`config.mk`:
```
export PLATFORM = sky130hd
export DESIGN_NAME = everloop_ws2812_tx
export DESIGN_NICKNAME = d
export VERILOG_FILES = /design/src/rtl/everloop_ws2812_tx.sv
export SDC_FILE = /design/constraint.sdc
export NUM_CORES = 1
export LEC_CHECK = 0
export ABC_AREA = 1
export BUFFER_PORTS_ARGS = -buffer_cell sky130_fd_sc_hd__buf_2
export CAP_MARGIN = 10
export CORE_ASPECT_RATIO = 1.25
export CORE_MARGIN = 1.5
export CORE_UTILIZATION = 35
export CTS_CLUSTER_DIAMETER = 150
export DETAILED_ROUTE_END_ITERATION = 8
export PLACE_DENSITY_LB_ADDON = 0.12
export SYNTH_ARGS = -nofsm -noshare
export SYNTH_HDL_FRONTEND = slang
export SYNTH_SLANG_ARGS = --single-unit
export TNS_END_PERCENT = 10
```
`constraint.sdc`:
```
create_clock -name i_clk -period 4.9 [get_ports i_clk]
set_input_delay 0.245 -clock i_clk [delete_from_list [all_inputs] [get_ports i_clk]]
set_output_delay 0.245 -clock i_clk [all_outputs]
set_load 0.005 [all_outputs]
```
`src/rtl/everloop_ws2812_tx.sv`:
```
// Serial WS2812/SK6812 line driver: fetches colour bytes over a request/ack
// read port, serialises them MSB first, then holds the line low to latch.
module everloop_ws2812_tx #(
  parameter int unsigned N_BYTES   = 141,
  parameter int unsigned BIT_CYC   = 188,
  parameter int unsigned T0H_CYC   = 53,
  parameter int unsigned T1H_CYC   = 105,
  parameter int unsigned LATCH_CYC = 9000
) (
  input  logic       i_clk,
  input  logic       i_rst,
  input  logic       i_enable,
  input  logic       i_reset_everloop,
  output logic       o_en_rd,
  input  logic       i_ack,
  input  logic [7:0] i_data_rgb,
  output logic       o_everloop_d,
  output logic       o_busy,
  output logic       o_frame_done,
  output logic       o_underrun
);

  localparam int unsigned BcW = $clog2(BIT_CYC + 1);
  localparam int unsigned ByW = $clog2(N_BYTES + 1);
  localparam int unsigned LcW = $clog2(LATCH_CYC + 1);

  typedef enum logic [1:0] {StIdle, StFetch, StShift, StLatch} state_e;

  state_e         r_state;
  state_e         w_state_nxt;
  logic [BcW-1:0] r_bit_cnt;
  logic [2:0]     r_bit_idx;
  logic [ByW-1:0] r_byte_cnt;
  logic [LcW-1:0] r_latch_cnt;
  logic [7:0]     r_shift;
  logic [7:0]     r_buf;
  logic           r_buf_valid;
  logic           r_req_out;
  logic           r_stale;
  logic           r_underrun;

  logic w_ack_ok;
  logic w_bit_end;
  logic w_byte_end;
  logic w_last_byte;
  logic w_frame_end;
  logic w_latch_end;
  logic w_abort;
  logic w_stall;
  logic w_hi;
  logic w_en_rd;

  // Ack counts only for a live (non-stale) outstanding request.
  assign w_ack_ok    = i_ack && r_req_out && !r_stale;
  assign w_bit_end   = (r_state == StShift) && (r_bit_cnt == BcW'(BIT_CYC - 1));
  assign w_byte_end  = w_bit_end && (r_bit_idx == 3'd0);
  assign w_last_byte = (r_byte_cnt == ByW'(N_BYTES - 1));
  assign w_frame_end = w_byte_end && w_last_byte;
  assign w_latch_end = (r_state == StLatch) && (r_latch_cnt == LcW'(LATCH_CYC - 1));
  assign w_abort     = i_reset_everloop && (r_state != StIdle);
  // Byte boundary reached with neither a buffered nor an arriving byte.
  assign w_stall     = w_byte_end && !w_last_byte && !r_buf_valid && !w_ack_ok;
  assign w_hi        = r_bit_cnt < (r_shift[7] ? BcW'(T1H_CYC) : BcW'(T0H_CYC));
  assign o_en_rd     = w_en_rd;
  assign o_underrun  = r_underrun;

  // State register.
  always_ff @(posedge i_clk) begin
    if (i_rst) r_state <= StIdle;
    else       r_state <= w_state_nxt;
  end

  // Next-state logic and state-decoded outputs.
  always_comb begin
    w_state_nxt  = r_state;
    w_en_rd      = 1'b0;
    o_busy       = 1'b0;
    o_everloop_d = 1'b0;
    o_frame_done = 1'b0;
    unique case (r_state)
      StIdle: begin
        if (i_enable) w_state_nxt = StFetch;
      end
      StFetch: begin
        o_busy  = 1'b1;
        w_en_rd = !r_req_out;
        if (w_ack_ok) w_state_nxt = StShift;
      end
      StShift: begin
        o_busy       = 1'b1;
        o_everloop_d = w_hi;
        // Prefetch the next byte as soon as the current one starts.
        w_en_rd      = (r_bit_idx == 3'd7) && (r_bit_cnt == '0) && !w_last_byte &&
                       !r_req_out && !r_buf_valid;
        if (w_frame_end) w_state_nxt = StLatch;
      end
      StLatch: begin
        o_frame_done = w_latch_end;
        if (w_latch_end) w_state_nxt = i_enable ? StFetch : StIdle;
      end
      default: w_state_nxt = StIdle;
    endcase
    if (w_abort) w_state_nxt = StLatch;
  end

  // Request tracking, prefetch buffer, shifter, byte and latch counters.
  always_ff @(posedge i_clk) begin
    if (i_rst) begin
      r_req_out   <= 1'b0;
      r_stale     <= 1'b0;
      r_underrun  <= 1'b0;
      r_buf_valid <= 1'b0;
      r_buf       <= '0;
      r_shift     <= '0;
      r_bit_cnt   <= '0;
      r_bit_idx   <= '0;
      r_byte_cnt  <= '0;
      r_latch_cnt <= '0;
    end else begin
      // An aborted request stays outstanding but its ack will be dropped.
      if (w_abort) begin
        r_req_out <= w_en_rd || (r_req_out && !i_ack);
        r_stale   <= w_en_rd || (r_req_out && !i_ack);
      end else if (w_en_rd) begin
        r_req_out <= 1'b1;
      end else if (r_req_out && i_ack) begin
        r_req_out <= 1'b0;
        r_stale   <= 1'b0;
      end

      if (w_stall) r_underrun <= 1'b1;

      if (w_abort || w_frame_end) begin
        r_buf_valid <= 1'b0;
      end else if (w_ack_ok && (r_state == StShift) && !w_byte_end) begin
        r_buf       <= i_data_rgb;
        r_buf_valid <= 1'b1;
      end else if (w_byte_end && r_buf_valid) begin
        r_buf_valid <= 1'b0;
      end

      if ((r_state == StFetch) && w_ack_ok) begin
        r_shift   <= i_data_rgb;
        r_bit_idx <= 3'd7;
        r_bit_cnt <= '0;
      end else if (r_state == StShift) begin
        if (!w_bit_end) begin
          r_bit_cnt <= r_bit_cnt + BcW'(1);
        end else if (r_bit_idx != 3'd0) begin
          r_bit_cnt <= '0;
          r_bit_idx <= r_bit_idx - 3'd1;
          r_shift   <= {r_shift[6:0], 1'b0};
        end else if (!w_last_byte && (r_buf_valid || w_ack_ok)) begin
          // An ack landing exactly on the boundary (or ending a stall) loads directly.
          r_shift    <= r_buf_valid ? r_buf : i_data_rgb;
          r_bit_cnt  <= '0;
          r_bit_idx  <= 3'd7;
          r_byte_cnt <= r_byte_cnt + ByW'(1);
        end
      end

      if (w_abort || w_frame_end) begin
        r_byte_cnt  <= '0;
        r_latch_cnt <= '0;
      end else if (r_state == StLatch) begin
        r_latch_cnt <= r_latch_cnt + LcW'(1);
      end
    end
  end

endmodule

```
==> results of run 1 <==
[cell usage after synthesis, drive strengths merged]
master  instances
ha             17
inv            52
clkbuf          3
dfxtp          55
xor2           11
a32oi           1
nand2         119
a21o            1
nand3          16
o21ai          29
a31oi           1
nor2           75
o211ai          2
o21a            1
clkinv          1
a311oi          1
buf             8
a21oi          34
a211oi          2
nor3           12
xnor2          10
nand4           8
[power by group through the flow]
stage | Clock (uW) | Sequential (uW) | Combinational (uW)
after floorplan | 0 | 499 | 210
after detailed placement | 0 | 504 | 278
final | 271 | 494 | 273
after global placement | 0 | 504 | 278
after global routing | 301 | 499 | 314
after CTS | 283 | 494 | 278
[registers in the layout, summed over array words and instances, names as in the netlist]
register / flops
r_latch_cnt: 14
r_bit_cnt: 8
r_buf: 8
r_byte_cnt: 8
r_shift: 8
r_bit_idx: 3
r_state: 2
o_underrun: 1
r_buf_valid: 1
r_req_out: 1
r_stale: 1
[how the worst min path moves through the flow]
stage	to	slack, ns	depth (start not counted)	startpoint
CTS	r_buf[1]$_SDFFE_PP0P_	0.18	3	i_data_rgb[1]
finish	r_buf[1]$_SDFFE_PP0P_	0.19	3	i_data_rgb[1]
detailed placement	r_shift[6]$_SDFFE_PP0P_	0.46	2	r_shift[6]$_SDFFE_PP0P_
global route	r_buf[1]$_SDFFE_PP0P_	0.21	3	i_data_rgb[1]
floorplan	r_buf[1]$_SDFFE_PP0P_	0.39	2	i_data_rgb[1]
global placement	r_shift[0]$_SDFFE_PP0P_	0.46	2	r_shift[0]$_SDFFE_PP0P_
[cells by family after synthesis]
family / after synthesis / synth area share
XOR/XNOR: 21 / 0.0587
flip-flops: 55 / 0.351
AO/OA/AOI/OAI: 72 / 0.127
adder cells (fa/ha/maj): 17 / 0.0678
buffers and inverters: 64 / 0.0830
AND/OR/NAND/NOR: 230 / 0.312
[layout make-up]
class | instances | area [um^2] | share of cell area
clock buffer | 7 | 86.3 | 0.0253
clock inverter | 1 | 8.76 | 0.00257
inverter | 53 | 200 | 0.0588
multi-input combinational | 340 | 1770 | 0.521
sequential | 55 | 1100 | 0.323
tap | 120 | 150 | 0.0441
timing repair buffer | 17 | 85.1 | 0.0250
[worst min-delay path: stages]
cell     delay [ns]
buf_2          0.09
inv_1          0.06
a21oi_1        0.06
[through the flow]
step / power (uW) / utilization / cells / setup WS [ns]
2_1_floorplan: 709 / - / 459 / 3.23
3_3_place_gp: 781 / 0.381 / 585 / 2.40
3_5_place_dp: 782 / 0.381 / 585 / 2.33
4_1_cts: 1060 / 0.391 / 593 / 2.31
5_1_grt: 1110 / 0.391 / 593 / 2.07
6_report: 1040 / 0.391 / 593 / 2.37
[layer usage]
| layer | up-vias | GRT usage | wire length [um] |
|---|---|---|---|
| met5 | - | 0 | 0 |
| met4 | 0 | 0.0590 | 108 |
| met3 | 12 | 0.0303 | 205 |
| met2 | 33 | 0.288 | 3490 |
| met1 | 1255 | 0.196 | 3280 |
| li1 | 1489 | - | - |
==> metrics, run 1 <==
layout cell share with drive strength beyond 1=0.0951; placed cell areas=3310 um^2; fill cell count=970; Hold/Removal Path Class=input pin to register; postcts setup bufs=0; max-cap violation count=0; status=finished, final reports clean; worst path arrival time=between 2 and 3 ns; Comb power frac=0.263; area growth from synthesis to layout=8.62%; Power Internal=680 uW; Clk pin slew, worst setup/hold paths=0.10 ns; post-synthesis sequential area ratio=0.351; CTS tree=yes; final period utilization=0.516; initial antenna violation count=0; P_leak=approximately 0.0014 uW; diode count=0; reg2reg end=r_latch_cnt[0]$_SDFFE_PP0N_; net load switching power=between 300 and 400 uW; die width=between 80 and 90 um; Rel. slew slack=0.407; Mapped Cells=459; largest net degree at the start of global routing=21; Critical Path Start=r_state[0]$_SDFFE_PP0P_; Period minus WS final=2.53 ns; H-tree levels=2; CTS root buf=clkbuf_8; sequential power share=0.476; Via density=between 4 and 5; crit path launch type=register; crit-path max FO=20; reg2reg start=r_state[0]$_SDFFE_PP0P_; most frequent cells in the layout=nand2_1, nor2_1, dfxtp_1; Netlist Area Pre-Place=3140 um^2; Synth Register Bits=55; # nets final=502; unique cell type count in the Yosys netlist=32; vias in the first global route=2,770; GRT Total Usage=0.164; row cnt=38; CP max stage cell=nand3_1; Crit Path Category=register to register; unrepaired setup endpoints after global routing=no; Clock power frac=0.261; Post-Route WL=7080 um; drt drc=0; post-synth net total=slightly below 500; final setup skew=slightly below 0.01 ns; Hold Vio Cnt, Final=0; post-DP HPWL=about 5200 um; actual slew at the worst max-slew pin=just under 0.9 ns; 1st-iter DRT viols=89; io pins=18; clock buffer count from CTS=5; CP Capture Point=r_latch_cnt[0]$_SDFFE_PP0N_; Vias=approximately 2.8k; Core Region=between 8000 and 9000 um^2; Bufs and invs on worst path=3; Crit path required time=between 5 and 6 ns; sw frac=0.345; gpl congestion=0.819; Largest stage delay, worst path=between 0.6 and 0.7 ns; worst-case reg-to-reg path depth=11; Hold Buf Count CTS=0; Worst R2R Setup Slack=2.37 ns; worst skew pair latency=~0.31 ns; First-pass DRT Iterations=4; Crit path depth=11; FMAX=~400 MHz; chip height=109 um; Yosys top cell area share=0.351; worst-path cell chain=inv_1 > ha_1 > inv_2 > nor2_2 > nand2_2 > nor2_4 > nand3_1 > nand3_1 > inv_2 > o21ai_0 > a21oi_1; drt wl/cell=around 12 um; Die ar.=9540 um^2; largest cells by area after synthesis=dfxtp_1, nand2_1, nor2_1; syn avg cell area=between 6 and 7 um^2; Final Setup Violations=0; Worst VDD drop=128 uV; Initial Utilization=0.360; total negative setup slack=0 ns; max-slew violation count=0; hold_ws=between 0.15 and 0.2 ns; most common cell after layout, fill and taps aside=nand2_1; Finished Cell Area=between 3000 and 4000 um^2; first-pass GRT wire length=12,400 um; delay-heaviest family, CP=simple AND/OR/NAND/NOR gates; GR Overflow Total=0; number of routed nets with antenna violations=0; clk buf depth=2; Synth area leader=dfxtp_1; Warnings, synthesis=0; cell area power density=~300 nW/um^2; Post-CTS Resized=0; CTS Sinks=55; Critical Path End Type=register; PortBufs=17
No activity file was read; power rests on OpenSTA's default activity.
==> run 2, diff against run 1 <==
==> constraint.sdc (replaced) <==
create_clock -name i_clk -period 2.5 [get_ports i_clk]
set_input_delay 0.125 -clock i_clk [delete_from_list [all_inputs] [get_ports i_clk]]
set_output_delay 0.125 -clock i_clk [all_outputs]
set_load 0.005 [all_outputs]
==> run 2 against run 1 <==
Effect of this change:
- sequential share of layout area fell by 0.87 points
- global-route usage fell by 0.33 points
- count of clock-buffer cells in the layout fell by 1
- die area did not move
- first-iteration DRC count rose by 44%
- largest power group unchanged
- core utilization rose by 1.1 points
- flip-flop and latch count did not move
==> metrics, run 2 (synthesis gave the netlist of run 1 again) <==
status=finished, final reports clean; worst path arrival time=2.36 ns (-0.37 ns); CTS Sinks=55 (unchanged); layout cell share with drive strength beyond 1=0.114 (+0.0190); H-tree levels=2 (unchanged); most frequent cells in the layout=nand2_1, nor2_1, dfxtp_1; Period minus WS final=2.16 ns (-0.373 ns); cell area power density=621 nW/um^2 (+100%); final worst-path setup slack=0.344 ns (-2.03 ns); Hold Vio Cnt, Final=0 (unchanged); chip height=109 um (unchanged); # nets final=511 (+1.8%); Die ar.=9540 um^2 (unchanged); io pins=18 (unchanged); largest register by flop count=r_latch_cnt; clk buf depth=2 (unchanged); placed cell areas=3380 um^2 (+2.0%); max-slew violation count=0 (unchanged); FMAX=464 MHz (+17%); hold_ws=0.0582 ns (-0.129 ns); post-DP HPWL=5270 um (+0.64%); PortBufs=17 (unchanged); area growth from synthesis to layout=11.6%; first-pass GRT wire length=12,000 um (-3.0%); Final Setup Violations=0 (unchanged); Crit Path Category=register to register; Hold Buf Count CTS=0 (unchanged); Setup WS pre-CTS=0.318 ns (-2.01 ns); diode count=0 (unchanged); crit-path max FO=13 (-35%); Crit path required time=2.71 ns (-2.39 ns); row cnt=38 (unchanged); GRT Total Usage=0.160 (-0.00326); max reg flops=14 (unchanged); actual slew at the worst max-slew pin=0.530 ns (-0.356 ns); initial antenna violation count=0 (unchanged); Post-Route WL=7050 um (-0.44%); Clk pin slew, worst setup/hold paths=0.11 ns (about the same); Core Region=8700 um^2 (unchanged); number of routed nets with antenna violations=0 (unchanged); Finished Cell Area=3500 um^2 (+2.8%); final setup skew=0.0146 ns (+0.00471 ns); Critical Path End Type=register; worst skew pair latency=0.31 ns (about the same); Rel. slew slack=0.646 (+0.239); Post-CTS Resized=0 (unchanged); CTS root buf=clkbuf_8; First-pass DRT Iterations=4 (unchanged); postcts setup bufs=0 (unchanged); gpl congestion=0.833 (+1.7%); CTS tree=yes; GR Overflow Total=0 (unchanged); crit path launch type=register; unrepaired setup endpoints after global routing=no; Hold/Removal Path Class=input pin to register; clock buffer count from CTS=5 (unchanged); Vias=2,820 (+1.1%); vias in the first global route=2,643 (-4.6%); max-cap violation count=0 (unchanged); Worst VDD drop=268 uV (+110%); die width=87.7 um (unchanged); drt drc=0 (unchanged); Via density=4.68 (-0.40%); most common cell after layout, fill and taps aside=nand2_1; 1st-iter DRT viols=128 (+44%); largest net degree at the start of global routing=18 (-14%); drt wl/cell=11.7 um (-1.9%); Finished Core Util=0.402 (+0.0108); total negative setup slack=0 ns (unchanged); Initial Utilization=0.360 (unchanged); P_leak=0.00148 uW (+4.0%); final period utilization=0.862 (+0.346)
-- run 2: area by class of cell --
type	count	area (um^2)
Clock buffer	6	82.6
Clock inverter	2	38.8
Fill cell	966	5200
Inverter	53	200
Multi-Input combinational cell	340	1770
Sequential cell	55	1100
Tap cell	120	150
Timing Repair Buffer	26	153
-- run 2: stage by stage --
step	power [uW]	cells
5_1_grt	2340	602
3_5_place_dp	1570	594
3_3_place_gp	1560	594
4_1_cts	2220	602
6_report	2170	602
2_1_floorplan	1390	459
-- run 2: final timing paths --
| check | slack [ns] | depth (start not counted) | endpoint | start |
|---|---|---|---|---|
| min reg2reg | 0.48 | 2 | r_shift[6]$_SDFFE_PP0P_ | r_shift[6]$_SDFFE_PP0P_ |
| max reg2reg | 0.34 | 10 | r_byte_cnt[5]$_SDFFE_PP0P_ | r_state[0]$_SDFFE_PP0P_ |
| max | 0.34 | 10 | r_byte_cnt[5]$_SDFFE_PP0P_ | r_state[0]$_SDFFE_PP0P_ |
| min | 0.06 | 3 | r_buf[1]$_SDFFE_PP0P_ | i_data_rgb[1] |
-- run 2: power by group --
group          switching [uW]  internal, uW  leakage [uW]
sequential               41.5           925      0.000444
clock                     303           330     0.0000618
combinational             367           207      0.000978
total                     712          1460       0.00148
-- run 2: critical path, cell delays in order, from the launching register on --
cell,delay [ns]
dfxtp_1,0.36
inv_1,0.12
ha_1,0.19
inv_2,0.06
nor2_2,0.08
nand2_2,0.07
nor2_4,0.29
nand3_1,0.14
nand3_1,0.41
buf_4,0.26
a21oi_1,0.05
-- run 2: metal layers --
| metal | track usage | vias to the layer above | routed length, um |
|---|---|---|---|
| met1 | 0.200 | 1254 | 3240 |
| met4 | 0.0669 | 0 | 192 |
| met5 | 0 | - | 0 |
| li1 | - | 1502 | - |
| met3 | 0.0295 | 14 | 275 |
| met2 | 0.270 | 50 | 3350 |
